**src/rtl/dbg_responder_if.sv**
```systemverilog
// Debug read link between dbg_responder and the RF / data-memory read port.
// The master raises rd_req with a stable target and address.
// The slave answers with a one-cycle rd_ack strobe carrying rd_data.
interface dbg_responder_if #(
    parameter int ADDR_W = 8
);
    logic              rd_req;
    logic              rd_mem;
    logic [ADDR_W-1:0] rd_addr;
    logic              rd_ack;
    logic [31:0]       rd_data;

    modport master (
        output rd_req,
        output rd_mem,
        output rd_addr,
        input  rd_ack,
        input  rd_data
    );

    modport slave (
        input  rd_req,
        input  rd_mem,
        input  rd_addr,
        output rd_ack,
        output rd_data
    );
endinterface

```
**src/rtl/dbg_responder.sv**
```systemverilog
// CPU-side end of the debug-unit link.
// Synchronises the operator buttons and generates CPU run control.
// Keeps the shared debug address counter.
// Runs auto-refreshing RF/memory reads over the req/ack link.
// Muxes CPU probes into the registered display word and the LED bus.
module dbg_responder #(
    parameter int ADDR_W  = 8,
    parameter int SYNC_N  = 2,
    parameter int TIMEOUT = 15
) (
    input  logic                   clk,
    input  logic                   rst,
    input  logic                   succ,
    input  logic                   step,
    input  logic                   inc,
    input  logic                   dec,
    input  logic                   m_rf,
    input  logic [2:0]             sel,
    input  logic [31:0]            probe_pc1,
    input  logic [31:0]            probe_pc,
    input  logic [31:0]            probe_instr,
    input  logic [31:0]            probe_alu_a,
    input  logic [31:0]            probe_wdata,
    input  logic [31:0]            probe_alu_result,
    input  logic [31:0]            probe_read_data,
    input  logic [11:0]            ctrl,
    dbg_responder_if.master        rd_bus,
    output logic                   cpu_en,
    output logic [31:0]            disp_data,
    output logic [11:0]            led
);

    localparam int          TW       = $clog2(TIMEOUT + 1);
    localparam logic [TW-1:0] TMO_LAST = TW'(TIMEOUT - 1);
    localparam logic [31:0] TMO_WORD = 32'hDEAD_BEEF;
    localparam int          LW       = (ADDR_W < 8) ? ADDR_W : 8;

    typedef enum logic [1:0] {
        ST_IDLE,
        ST_REQ,
        ST_CAP
    } state_t;

    state_t state;
    state_t state_nx;

    // Button bit order inside the synchroniser: {dec, inc, step}
    logic [2:0]        btn_sync [SYNC_N];
    logic [2:0]        btn_prev;
    logic [2:0]        btn_pulse;
    logic              step_pulse;
    logic              inc_pulse;
    logic              dec_pulse;

    logic [ADDR_W-1:0] addr;
    logic [7:0]        addr_led;

    logic              latch_req;
    logic              cap_take;
    logic              cap_tmo;
    logic [TW-1:0]     tmo_cnt;
    logic [ADDR_W-1:0] rd_addr_q;
    logic              rd_mem_q;
    logic              discard;
    logic [31:0]       cap_data;
    logic              cap_err;
    logic              err;
    logic [31:0]       probe_word;

    assign btn_pulse  = btn_sync[SYNC_N-1] & ~btn_prev;
    assign step_pulse = btn_pulse[0];
    assign inc_pulse  = btn_pulse[1];
    assign dec_pulse  = btn_pulse[2];

    // Button synchroniser chain plus previous-level flop for edge detection
    always_ff @(posedge clk or posedge rst) begin
        if (rst) begin
            for (int unsigned i = 0; i < SYNC_N; i++) begin
                btn_sync[i] <= '0;
            end
            btn_prev <= '0;
        end else begin
            btn_sync[0] <= {dec, inc, step};
            for (int unsigned i = 1; i < SYNC_N; i++) begin
                btn_sync[i] <= btn_sync[i-1];
            end
            btn_prev <= btn_sync[SYNC_N-1];
        end
    end

    // CPU clock enable: free-running in continuous mode, one cycle per step otherwise
    always_ff @(posedge clk or posedge rst) begin
        if (rst) begin
            cpu_en <= 1'b0;
        end else begin
            cpu_en <= succ | step_pulse;
        end
    end

    // Shared debug address counter; simultaneous inc and dec cancel out
    always_ff @(posedge clk or posedge rst) begin
        if (rst) begin
            addr <= '0;
        end else if (inc_pulse ^ dec_pulse) begin
            addr <= inc_pulse ? addr + ADDR_W'(1) : addr - ADDR_W'(1);
        end
    end

    // Read FSM state register
    always_ff @(posedge clk or posedge rst) begin
        if (rst) begin
            state <= ST_IDLE;
        end else begin
            state <= state_nx;
        end
    end

    // Read FSM next state and datapath strobes
    always_comb begin
        state_nx  = state;
        latch_req = 1'b0;
        cap_take  = 1'b0;
        cap_tmo   = 1'b0;
        case (state)
            ST_IDLE: begin
                if (sel == 3'd0) begin
                    state_nx  = ST_REQ;
                    latch_req = 1'b1;
                end
            end
            ST_REQ: begin
                if (rd_bus.rd_ack) begin
                    state_nx = ST_CAP;
                    cap_take = 1'b1;
                end else if (tmo_cnt == TMO_LAST) begin
                    state_nx = ST_CAP;
                    cap_take = 1'b1;
                    cap_tmo  = 1'b1;
                end
            end
            ST_CAP: begin
                state_nx = ST_IDLE;
            end
            default: begin
                state_nx = ST_IDLE;
            end
        endcase
    end

    // Request latching, timeout counting and read-data capture
    always_ff @(posedge clk or posedge rst) begin
        if (rst) begin
            rd_addr_q <= '0;
            rd_mem_q  <= 1'b0;
            tmo_cnt   <= '0;
            discard   <= 1'b0;
            cap_data  <= '0;
            cap_err   <= 1'b0;
        end else begin
            if (latch_req) begin
                rd_addr_q <= addr;
                rd_mem_q  <= m_rf;
                tmo_cnt   <= '0;
                discard   <= 1'b0;
            end else if (state == ST_REQ) begin
                tmo_cnt <= tmo_cnt + TW'(1);
                // Leaving sel=0 at any point of the request spoils its result
                if (sel != 3'd0) begin
                    discard <= 1'b1;
                end
            end
            if (cap_take) begin
                cap_data <= cap_tmo ? TMO_WORD : rd_bus.rd_data;
                cap_err  <= cap_tmo;
            end
        end
    end

    assign rd_bus.rd_req  = (state == ST_REQ);
    assign rd_bus.rd_addr = rd_addr_q;
    assign rd_bus.rd_mem  = rd_mem_q;

    // Probe selection in sel order 1..7
    always_comb begin
        probe_word = '0;
        case (sel)
            3'd1:    probe_word = probe_pc1;
            3'd2:    probe_word = probe_pc;
            3'd3:    probe_word = probe_instr;
            3'd4:    probe_word = probe_alu_a;
            3'd5:    probe_word = probe_wdata;
            3'd6:    probe_word = probe_alu_result;
            3'd7:    probe_word = probe_read_data;
            default: probe_word = '0;
        endcase
    end

    // Display word: live probe when selected, else the last captured read
    always_ff @(posedge clk or posedge rst) begin
        if (rst) begin
            disp_data <= '0;
            err       <= 1'b0;
        end else if (sel != 3'd0) begin
            disp_data <= probe_word;
        end else if ((state == ST_CAP) && !discard) begin
            disp_data <= cap_data;
            err       <= cap_err;
        end
    end

    // Low address byte for the LED field, zero-extended for narrow counters
    always_comb begin
        addr_led         = '0;
        addr_led[LW-1:0] = addr[LW-1:0];
    end

    // LED bus: read status and address in read mode, control bundle otherwise
    always_ff @(posedge clk or posedge rst) begin
        if (rst) begin
            led <= '0;
        end else if (sel == 3'd0) begin
            led <= {err, m_rf, 2'b00, addr_led};
        end else begin
            led <= ctrl;
        end
    end

endmodule

```
**src/flat_wrapper.sv**
```systemverilog
// flat-port wrapper written by rule: the top's interface ports become plain ports
module dbg_responder_flat 
#(
    parameter int ADDR_W  = 8,
    parameter int SYNC_N  = 2,
    parameter int TIMEOUT = 15
)
  (clk, rst, succ, step, inc, dec, m_rf, sel, probe_pc1, probe_pc, probe_instr, probe_alu_a, probe_wdata, probe_alu_result, probe_read_data, ctrl, cpu_en, disp_data, led, rd_bus_rd_req, rd_bus_rd_mem, rd_bus_rd_addr, rd_bus_rd_ack, rd_bus_rd_data);
  dbg_responder_if #(.ADDR_W(ADDR_W)) rd_bus_i ();
  input  logic clk;
  input  logic rst;
  input  logic succ;
  input  logic step;
  input  logic inc;
  input  logic dec;
  input  logic m_rf;
  input  logic [2:0] sel;
  input  logic [31:0] probe_pc1;
  input  logic [31:0] probe_pc;
  input  logic [31:0] probe_instr;
  input  logic [31:0] probe_alu_a;
  input  logic [31:0] probe_wdata;
  input  logic [31:0] probe_alu_result;
  input  logic [31:0] probe_read_data;
  input  logic [11:0] ctrl;
  output logic cpu_en;
  output logic [31:0] disp_data;
  output logic [11:0] led;
  output wire logic [$bits(rd_bus_i.rd_req)-1:0] rd_bus_rd_req;
  output wire logic [$bits(rd_bus_i.rd_mem)-1:0] rd_bus_rd_mem;
  output wire logic [$bits(rd_bus_i.rd_addr)-1:0] rd_bus_rd_addr;
  input wire logic [$bits(rd_bus_i.rd_ack)-1:0] rd_bus_rd_ack;
  input wire logic [$bits(rd_bus_i.rd_data)-1:0] rd_bus_rd_data;
  assign rd_bus_rd_req = rd_bus_i.rd_req;
  assign rd_bus_rd_mem = rd_bus_i.rd_mem;
  assign rd_bus_rd_addr = rd_bus_i.rd_addr;
  assign rd_bus_i.rd_ack = rd_bus_rd_ack;
  assign rd_bus_i.rd_data = rd_bus_rd_data;
  dbg_responder #(.ADDR_W(ADDR_W), .SYNC_N(SYNC_N), .TIMEOUT(TIMEOUT)) u_core (.clk(clk), .rst(rst), .succ(succ), .step(step), .inc(inc), .dec(dec), .m_rf(m_rf), .sel(sel), .probe_pc1(probe_pc1), .probe_pc(probe_pc), .probe_instr(probe_instr), .probe_alu_a(probe_alu_a), .probe_wdata(probe_wdata), .probe_alu_result(probe_alu_result), .probe_read_data(probe_read_data), .ctrl(ctrl), .rd_bus(rd_bus_i), .cpu_en(cpu_en), .disp_data(disp_data), .led(led));
endmodule
```
**config.mk**
```make
export PLATFORM = sky130hd
export DESIGN_NAME = dbg_responder_flat
export DESIGN_NICKNAME = d
export VERILOG_FILES = /design/src/rtl/dbg_responder_if.sv /design/src/rtl/dbg_responder.sv /design/src/flat_wrapper.sv
export SDC_FILE = /design/constraint.sdc
export NUM_CORES = 1
export LEC_CHECK = 0
export ABC_CLOCK_PERIOD_IN_PS = 4000
export BUFFER_PORTS_ARGS = -buffer_cell sky130_fd_sc_hd__buf_2
export CORE_AREA = 2 2 130 132
export DETAILED_ROUTE_END_ITERATION = 6
export DIE_AREA = 0 0 132 134
export PLACE_DENSITY = 0.73
export SLEW_MARGIN = 30
export SYNTH_ARGS = -nofsm -noshare
export SYNTH_HDL_FRONTEND = slang
export SYNTH_SLANG_ARGS = --single-unit
export TNS_END_PERCENT = 50
```
**constraint.sdc**
```tcl
create_clock -name clk -period 4 [get_ports clk]
set_input_delay 0.4 -clock clk [delete_from_list [all_inputs] [get_ports clk]]
set_output_delay 0.4 -clock clk [all_outputs]
set_load 0.02 [all_outputs]
```
# Yosys cells after proc, flatten, opt, wreduce, memory -nomap -nowiden
# Cells that the tools add are included.
# word_totals
reg_bits,112
latchBits,0
ramBits,0
rom_bits,0
inputBits,279
mem_count,0
# classes
n_addsub,3
n_mul,0
div_mod_pow,0
magnitude_cmp,0
eq_ne,12
n_shift,0
n_mux,22
bitwise,5
reduce_logical,11
# ops
op,count
case mux 32 bit (7 select lines),1
two-way mux 32 bit,3
equality test 3 bit (second input constant),4
two-way mux 12 bit,1
two-way mux 1 bit,10
adder 8 x 1 -> 8 bit (second input constant),1
two-way mux 4 bit,2
two-way mux 8 bit,1
subtractor 8 x 1 -> 8 bit (second input constant),1
equality test 3 x 2 -> 1 bit (second input constant),2
two-way mux 2 bit,3
AND reduction 2 bit,3
nonzero test 2 bit,3
adder 4 x 1 -> 4 bit (second input constant),1
equality test 4 bit (second input constant),1
case mux 2 bit (2 select lines),1
AND 3 bit,1
equality test 3 x 1 -> 1 bit (second input constant),1
logical NOT 3 bit,1
!= test 3 x 1 -> 1 bit (second input constant),1
NOT 3 bit,1
nonzero test 3 bit,1
equality test 2 x 1 -> 1 bit (second input constant),1
equality test 2 bit (second input constant),1
7 further kinds,7

# Logic depth before layout (Yosys ltp)
# Gate-level depths: netlist of the first run.
# depth
word_depth,5
depth_mapped,8
depth_no_buf,7

# Worst setup path after synthesis of the first run
# OpenSTA, ideal clock, no wires.
# synth_timing
path_type,reg-to-reg
from,reg u_core.btn_prev[1]
to,reg u_core.addr[6]
setup_time_ps,128
arrival_time_ps,1776
required_ps,3872
setup_slack_ps,2096
stages_incl_launch_ff,8
n_path_buf,0
period_less_slack_ps,1904
cell_sequence,dfrtp_1 -> nand2b_1 -> fa_1 -> a21oi_1 -> o21ai_0 -> a21oi_1 -> xnor2_1 -> mux2_1
# synth_between
elab_chain_len,3
word_cells_on_any_way,4
classes_between,1 x mux; 3 x bitwise
# synth_rtl
element,line,source
"start, declared",dbg_responder.sv:49,logic [2:0] btn_prev;
"start signal, assigned",dbg_responder.sv:87,btn_prev <= btn_sync[SYNC_N-1];
NOT 3 bit *,dbg_responder.sv:70,assign btn_pulse = btn_sync[SYNC_N-1] & ~btn_prev;
AND 3 bit *,dbg_responder.sv:70,
two-way mux 8 bit or XOR 1 bit (tied branches),"dbg_responder.sv:105, dbg_responder.sv:104",
"end signal, assigned",dbg_responder.sv:105,addr <= inc_pulse ? addr + ADDR_W'(1) : addr - ADDR_W'(1);
"end, declared",dbg_responder.sv:55,logic [ADDR_W-1:0] addr;
# Every way passes the cells marked *; elsewhere a longest branch is shown, timed or not.
# A chain may end at the register's enable or synchronous reset.

# Worst setup path after layout of the first run
# layout_timing
from,in sel[2]
to,reg u_core.disp_data[20]
# layout_between
elab_chain_len,3
word_cells_on_any_way,11
classes_between,7 x eq/ne; 2 x mux; 2 x reduce/logical
# layout_rtl
element,line,source
"start, declared",flat_wrapper.sv:17,input logic [2:0] sel;
equality test 3 bit (tied with other cells),dbg_responder.sv:186,case (sel)
case mux 32 bit (7 select lines),dbg_responder.sv:186,
two-way mux 32 bit,dbg_responder.sv:203,end else if (sel != 3'd0) begin
"end signal, assigned",dbg_responder.sv:204,disp_data <= probe_word;
"end signal, assigned",dbg_responder.sv:206,disp_data <= cap_data;
"end, declared",dbg_responder.sv:29,"output logic [31:0] disp_data,"
# Parallel ways exist; a longest one is shown, timed or not.

==> reports/results.txt, run 1 <==
At the end of routability-driven placement, the weighted congestion stood at 0.961. Measured against the total synthesized area, the mux share comes to 14.3%. Total power for the finished layout comes to 0.00376 W. The synthesized netlist occupies a cell area of 0.00618 mm². For this run, the detailed router's first-pass iteration total came to 5.

The run gives 0 ns as the total negative slack. Setup repair after global routing left no endpoint under its margin. TritonCTS built the clock tree.

The die is 132 µm wide. The number of global-route vias before repair was 6,128; the multi-input gate area in the final layout was 0.00307 mm². The run gives 0 as the buffers inserted during post-CTS setup optimization.

The worst path needs 2.25 ns of the cycle, external delays included. The number of slew-limit violations in the final report came out at 0. The die span in y is 134 µm, and the final routed DRC violation total is 0. The path type of the worst min-delay path was in2reg. Critical setup path kind: in2reg. Counting along the longest clock path gives a buffer depth of 2.

The share of synthesized area in the top cell type comes to 45.3%. The flow ran to the end, and the final reports show no timing, DRC or antenna violations. The share of total power consumed by net switching works out to 34.9%. VDD sags by at most 0.293 mV. The final layout contains 1,164 nets. Yosys printed 0 warnings. The synthesized netlist devotes 23.1% of its cell area to compound gates.

The detailed router put a total of 10.4 mm of wire on met1. Share of total power in sequential cells: 43.4%. In this run, synthesis inferred 0 flip-flops with an integrated enable. The highest metal layer used by the detailed router is met5.

In the synthesized netlist, the cells that appear most often are dfrtp_1 (112), nand2_1 (59), mux2_2 (36), nor2_1 (30), o21ai_0 (30). The total global routing overflow was 0; the total clock buffers created by CTS was 9. In this run the power density over the cells is 454 mW/mm². The final route contains 6,255 vias. After layout, the worst setup slack is 1.75 ns. The static leakage was 4.01 nW; the count of buffers from port buffering was 333. Final worst-path cycle share: 56.3%.

Cells fill 50.8% of the core in the end. The fraction of registers with async set/reset was 100%; the H-tree depth was 3. The run gives 615 as the starting DRC count in detailed routing. The post-synthesis sequential area ratio came out at 45.3%. The die covers 0.0177 mm². The netlist uses 55 different library cells. The maximum clock skew at final layout was 0.00748 ns; the adder and majority gate portion of the synthesized area was 1.94%. The run gives 2.55 ns as the data arrival at the endpoint of the critical path. Sorting the synthesized cells by area gives the leading types as dfrtp_1 (45%), mux2_2 (6.6%), a221oi_1 (4.1%). The number of maximum-capacitance violations is 0. The synthesized design contains 112 register bits. The post-synthesis cell type with the largest combined area is dfrtp_1.

The internal power of the cells totals 0.00245 W. Compared with the post-synthesis result, the final layout area differs by 34.0%. The HPWL after detailed placement was 20.3 mm.

The run gives 0 as the count of cells resized by post-cts repair. The kind of start point of the critical path is an input pin. In the synthesized netlist the dominant register cell turns out to be dfrtp_1. The global-route wire length before repair came out at 37.9 mm.

The I/O pin count was 334. Once the floorplan was initialized, standard cells occupied 38.0% of the core. Global routing used 28.6% of the available tracks across all layers. After clock tree synthesis, the clock-pin slew on the worst setup and hold paths is 0.08 ns. The number of antenna violations at the first check in global routing was 14; the number of failing hold endpoints at the final stage was 0. The tools report the category of the worst setup path capture point as a register. The post-synthesis share of cell area spent on xor and xnor gates was 1.13%. The synthesized netlist cell count was 568; the post-synthesis average cell area was 10.9 µm². The analysis attributes to net switching a power of 0.00131 W. The largest fanout on the critical path was 32. Wire segments on met2 add up to 12.1 mm in the final route. The basic-gate share of the synthesized area counting and, or, nand and nor cells is 8.97%, and the placement row count is 47.

The maximum number of pins on one net before global-route repair came out at 61. For this run, the top clock speed supported by timing is 0.444 GHz. The cell sitting at the root of the clock tree is a clkbuf_16.

The worst slew slack as a fraction of its limit was 34.8%; the clock latency of the later-clocked register in the worst-skew pair was 0.36 ns. Number of buffers inserted by hold repair at cts: 0. For the worst path required time, the log shows 4.30 ns. After filler insertion, the fill cell instance count of the layout stands at 1,580.

The amount of wire on met3 after detailed routing was 2.47 mm. Per report_power, the combinational group accounts for 30.0% of the total. The detail route stage leaves a number of antenna-violating nets equal to 0. The power share of the clock group was 26.6%. After synthesis, the largest family of logic cells by area is compound AO/OA/AOI/OAI gates. In this run the cell area measured after placement is 0.00793 mm². Counting every sink on the clock net gives 112. For the pin with the worst max-slew slack, the measured transition is 0.976 ns.

Prior to clock tree synthesis, the placed netlist has a worst setup slack of 1.35 ns. The core region is 0.0163 mm². The post-detailed-route via-to-cell ratio was 5.65. The routed length per instance is 23.3 µm. For the synthesized netlist net count, the log shows 856.

The finished cells cover 0.00828 mm². Setup violations remaining at the end of the flow were counted as 0. Summed over all layers, the routed wires come to 25.8 mm. The tools report the area taken by flip-flops and latches as 0.00280 mm².

Of the cells placed in the final design, the portion with a size suffix greater than 1 is 48.2%. The most common cell in the synthesized netlist is dfrtp_1.
-- worst max-delay path: stages --
cell and delay, ns:
buf_2 0.40, buf_4 0.44, nor2b_1 0.76, a221oi_1 0.20, nor2_1 0.19, a221oi_2 0.05, nand2_1 0.10
-- metal layers --
metal | vias to the layer above | global-route usage [%]
li1 | 2794 | -
met1 | 3030 | 37.2
met2 | 362 | 45.4
met3 | 57 | 8.43
met4 | 12 | 10.8
met5 | - | 0
-- sequential cells by signal, indices dropped and copies added (netlist names) --
signal	flops
u_core.state	2
u_core.btn_prev	3
u_core.discard	1
u_core.tmo_cnt	4
u_core.addr	8
u_core.err	1
u_core.cap_data	32
u_core.cap_err	1
u_core.rd_bus.rd_addr	8
u_core.btn_sync	6
u_core.led	12
u_core.rd_bus.rd_mem	1
u_core.cpu_en	1
u_core.disp_data	32
-- cell usage in the layout, fill, tap and decap left out, types with 19 or more instances in the layout --
master,n
nor2_1,30
dfrtp_1,112
a22oi_1,19
o21ai_0,30
mux2_2,36
buf_2,332
mux2i_1,23
a221oi_1,29
o22a_1,24
a21oi_1,26
nand2_1,58
-- area by class of cell --
class,count,area share [%]
diodes,6,0.181
clock buffers,9,2.72
repair buffers,343,21.1
inverters,11,0.529
multi-input cells,399,37.1
well taps,220,3.32
clock inverters,7,1.28
flip-flops and latches,112,33.8
-- path summary, 6_finish.rpt --
kind | cells after the start | startpoint | slack [ns] | to
worst min-delay path | 1 | step | 0.14 | u_core.btn_sync[3]$_DFF_PP0_
max in group asynchronous | 3 | rst | 2.95 | u_core.disp_data[6]$_DFFE_PP0P_
worst min register to register | 0 | u_core.btn_sync[4]$_DFF_PP0_ | 0.35 | u_core.btn_sync[1]$_DFF_PP0_
worst max-delay path | 7 | sel[2] | 1.75 | u_core.disp_data[20]$_DFFE_PP0P_
worst max register to register | 7 | u_core.btn_prev[1]$_DFF_PP0_ | 1.86 | u_core.addr[6]$_DFFE_PP0P_
min in group asynchronous | 2 | rst | 0.15 | u_core.cap_data[15]$_DFFE_PP0P_
-- through the flow --
step	std cells	hold WS, ns
after floorplan	568	0.331
after global placement	1085	0.334
after detailed placement	1085	0.335
after CTS	1101	0.123
after global routing	1105	0.117
final	1107	0.138
-- cell families (layout without fill, tap and decap cells) --
family	after synthesis	count (layout)
AOI/OAI and AO/OA	188	188
DFF	112	112
and+or+nand+nor	122	122
buffers and inverters	57	370
muxes	72	72
xor gates and xnor gates	8	8
adders and majority gates	9	9
other	0	6
-- power by group through the flow --
stage / sequential [W] / combinational [W] / clock [W]
2_1_floorplan: 0.00169 / 0.000625 / 0
3_3_place_gp: 0.00164 / 0.00110 / 0
3_5_place_dp: 0.00164 / 0.00113 / 0
4_1_cts: 0.00163 / 0.00113 / 0.00102
5_1_grt: 0.00167 / 0.00123 / 0.00106
6_report: 0.00163 / 0.00113 / 0.00100
Note: power is estimated with default switching activity, not from simulation.
==> run 2, diff against run 1 <==
--- a/config.mk
+++ b/config.mk
@@ -5,12 +5,13 @@
 export SDC_FILE = /design/constraint.sdc
 export NUM_CORES = 1
 export LEC_CHECK = 0
-export ABC_CLOCK_PERIOD_IN_PS = 4000
+export ABC_AREA = 1
+export ABC_CLOCK_PERIOD_IN_PS = 2300
 export BUFFER_PORTS_ARGS = -buffer_cell sky130_fd_sc_hd__buf_2
 export CORE_AREA = 2 2 130 132
 export DETAILED_ROUTE_END_ITERATION = 6
 export DIE_AREA = 0 0 132 134
-export PLACE_DENSITY = 0.73
+export PLACE_DENSITY = 0.76
 export SLEW_MARGIN = 30
 export SYNTH_ARGS = -nofsm -noshare
 export SYNTH_HDL_FRONTEND = slang
==> constraint.sdc (replaced) <==
create_clock -name clk -period 2.3 [get_ports clk]
set_input_delay 0.23 -clock clk [delete_from_list [all_inputs] [get_ports clk]]
set_output_delay 0.23 -clock clk [all_outputs]
set_load 0.02 [all_outputs]
==> run 2 against run 1 <==
The run now ends with hold timing left. Non-clock buffer count increased by 10. Highest routed layer unchanged. Sequential cell count unchanged. Total power increased by 69%. Sequential power increased by 66%. Synthesized area increased by 8.7%. Sequential share of layout area decreased by 2.5 points.
==> reports/results.txt, run 2 <==
The number of maximum-capacitance violations came out at 0. After layout, the worst path uses 83.6% of the clock period. The number of global-route vias before repair is 7,031, and the count of cells resized by post-cts repair is 0.

The H-tree was split into 3 levels. The floorplan step defined a die boundary enclosing 0.0177 mm². Counting tap cells, the placed design contains a total of 1,504 instances.

For this design, the sink count on the clock tree is 112. The logs give 54.9% for the post-route core utilization and 41.2% for the initial core utilization. Setup slack closes at 0.376 ns. In the final layout, the registers with the most flip-flops are u_core.cap_data x32, u_core.disp_data x32, u_core.led x12.

TritonCTS built the clock tree. Setup repair after global routing left no endpoint under its margin. The share of total power consumed by net switching works out to 35.5%.

By count the netlist is led by inv_1 (290), nor2_1 (126), dfrtp_1 (112), nand2_1 (98), nand3_1 (83). Headroom to the max-slew limit came out at 66.2%. Routed length per instance: 14.8 µm. Relative to the synthesized area, the layout overhead comes to 33.1%. The tools report the kind of start point of the critical path as a register. Buffers added to address setup during post-CTS repair amount to 0.

The share of total power dissipated in the clock network is 23.6%. The root buffer cell was clkbuf_16. The logs give 31 for the number of distinct library cells after synthesis and 0.00225 W for the total net switching power. By area the synthesized netlist is led by dfrtp_1 (42%), inv_1 (16%), nor2_1 (7.0%). The run gives 35.1 mm as the global-route wire length before repair.

Worst setup path endpoint: u_core.addr[7]$_DFFE_PP0P_. The width of the die was 132 µm; the portion of total power attributed to combinational logic was 33.7%. STA classifies the critical path endpoint as a register. The number of antenna violations at the first check in global routing is 7. The sequential cells in the finished layout cover a total of 0.00280 mm². Wires add up to 22.6 mm.

The transition time at the pin with the least slew margin was 0.507 ns. The largest fanout on the critical path was 8. For the first-pass detailed-route iteration total, the log shows 5. Detailed-route via count: 7,253.

For the HPWL after detailed placement, the log shows 18.1 mm. For the worst setup path, the data arrival time is 2.16 ns. Summing the sequential cell areas from Yosys gives 41.7% of the chip area. Number of flops mapped to enable cells by yosys: 0. The setup violation total in the final timing report was 0; the clock edge transition at the registers on the reported setup and hold paths was 0.07 ns.

The logs give 0.928 for the last weighted congestion value of the routability-driven placer and 0.00894 mm² for the final instance area. The run gives 1,562 as the number of filler cells placed in the layout. The number of failing hold endpoints at the final stage was 4. The checks that failed: hold timing. For the multi-input gate area in the final layout, the log shows 0.00261 mm². The fraction of registers with async set/reset is 100%.

The count of buffers from port buffering is 333, and the worst path required time is 2.54 ns. inv_1 is the most common cell in the netlist. From bottom edge to top edge, the die measures 134 µm.

The total clock buffers created by CTS was 9. Across the VDD grid, the largest voltage drop is 0.392 mV. 334 I/O pins were placed. The placed instances occupy a cell area of 0.00861 mm². Sequential cells burn 42.7% of the power.

The run finished, with violations left. The number of nets handed over by synthesis was 1,263. Across all register-to-register paths, the minimum setup slack is 0.38 ns. Cells with a size suffix above 1 make up 29.0% of the layout. The detail route stage leaves a number of antenna-violating nets equal to 0.

The most common flop cell mapped by yosys is dfrtp_1. The depth of the worst register-to-register path came out at 11. At the end of the flow, the number of nets in the layout was 1,586. Global routing consumed, over all layers together, 25.5% of the routing resources.

In the routed layout, each cell is associated on average with a via count of 4.75. Synthesis inferred 112 register bits. The top-area cell type share of the netlist area works out to 41.7%.

The library cell used most frequently in the layout, excluding fill and tap cells, is buf_2. After floorplanning, the core was divided into 47 placement rows. In this run the worst setup path begins at u_core.btn_sync[1]$_DFF_PP0_. A synthesized cell averages 6.89 µm².

Number of slew-limit violations in the final report: 0. The library cells used most frequently in the layout, excluding fill and tap cells, are buf_2 (333), inv_1 (289), nor2_1 (126). The worst register-to-register path ends at u_core.addr[7]$_DFFE_PP0P_. The final period demand of the worst path is 1.92 ns. The path type of the worst min-delay path is in2async. In this run the critical register-to-register path is launched from u_core.btn_sync[1]$_DFF_PP0_.

The logs give 5.32 nW for the static leakage and 443 for the starting DRC count in detailed routing. Critical setup path kind: reg2reg. In the routed design, unresolved DRC markers number 0. The cell internal power dissipation was 0.00409 W; the count of synthesis-stage warnings from yosys was 0. The post-layout instance count excluding filler cells is 1,528.

The area of the core region came out at 0.0163 mm². The post-synthesis cell type with the largest combined area is dfrtp_1. Entering global routing, the biggest net connects 77 pins. Power spread over the standard cell area amounts to 710 mW/mm². The run gives 0.35 ns as the clock latency of the later-clocked register in the worst-skew pair.

Adding up every negative setup slack in the final design gives 0 ns. The logs give 0 for the total global routing overflow and 0.00781 ns for the maximum clock skew at final layout. For this run, the top clock speed supported by timing is 0.520 GHz. No sink is reached through more buffers than the 2 on the longest clock path. Counting every instance in the synthesized netlist gives 975. The mapped netlist covers 0.00672 mm². The tightest hold margin was -0.0126 ns; the pre-CTS setup slack was 0.347 ns.
[run 2: stage by stage]
stage / hold slack (ns) / power (W)
after floorplan: 0.261 / 0.00407
after global placement: 0.333 / 0.00482
after detailed placement: 0.336 / 0.00488
after CTS: 0.0187 / 0.00641
after global routing: 0.0241 / 0.00683
final: -0.0126 / 0.00634
[run 2: worst min path at each step]
stage	startpoint	end	slack [ns]	depth (start not counted)
finish	rst	u_core.addr[3]$_DFFE_PP0P_	-0.01	3
global route	rst	u_core.addr[3]$_DFFE_PP0P_	0.02	3
CTS	rst	u_core.addr[1]$_DFFE_PP0P_	0.02	3
detailed placement	u_core.btn_sync[5]$_DFF_PP0_	u_core.btn_sync[2]$_DFF_PP0_	0.34	0
global placement	u_core.btn_sync[5]$_DFF_PP0_	u_core.btn_sync[2]$_DFF_PP0_	0.33	0
floorplan	step	u_core.btn_sync[3]$_DFF_PP0_	0.26	0
[run 2: timing repair]
item,in CTS,in global routing
hold endpoints to repair,3,0
hold buffers,3,0
endpoints found under the setup margin,0,0
[run 2: cell families (layout without fill, tap and decap cells)]
kind of cell    after synthesis  after routing  share of synthesized area [%]
compound gates              194            194                           15.8
xor+xnor                      7              7                          0.912
fa+ha+maj                     9              9                           1.79
buf+inv                     335            663                           19.5
flops                       112            112                           41.7
other cells                   0              5                              0
simple gates                318            318                           20.3
[run 2: final cells by class]
class                   instances  share of cell area (%)
well taps                     220                    3.08
clock inverters                 4                   0.322
clock buffers                  12                    2.87
multi-input cells             528                    29.2
diodes                          5                   0.140
repair buffers                353                    20.7
inverters                     294                    12.4
flip-flops and latches        112                    31.3
[run 2: critical path, cell delays in order (launching register included)]
cell and delay (ns):
dfrtp_1 0.34, inv_1 0.04, nor2_1 0.17, inv_1 0.19
ha_1 0.36, or2_2 0.33, nand3_1 0.11, nand2_1 0.06
nand2_1 0.07, nand2_1 0.05, nand2_1 0.05, nand2_1 0.04
[run 2: power by group through the flow]
stage | combinational (W) | sequential (W) | clock, W
after detailed placement | 0.00213 | 0.00274 | 0
after global routing | 0.00243 | 0.00276 | 0.00163
final | 0.00214 | 0.00271 | 0.00150
after CTS | 0.00215 | 0.00271 | 0.00155
after global placement | 0.00209 | 0.00273 | 0
after floorplan | 0.00117 | 0.00290 | 0
[run 2: routing by layer]
layer	part of all wire, %	global-route usage (%)	wire (µm)	up-vias
met2	48	43.1	10800	305
met4	3.1	10.0	706	2
met5	0.058	0	13	-
met3	7.3	5.52	1660	50
li1	-	-	-	3627
met1	42	31.9	9380	3269
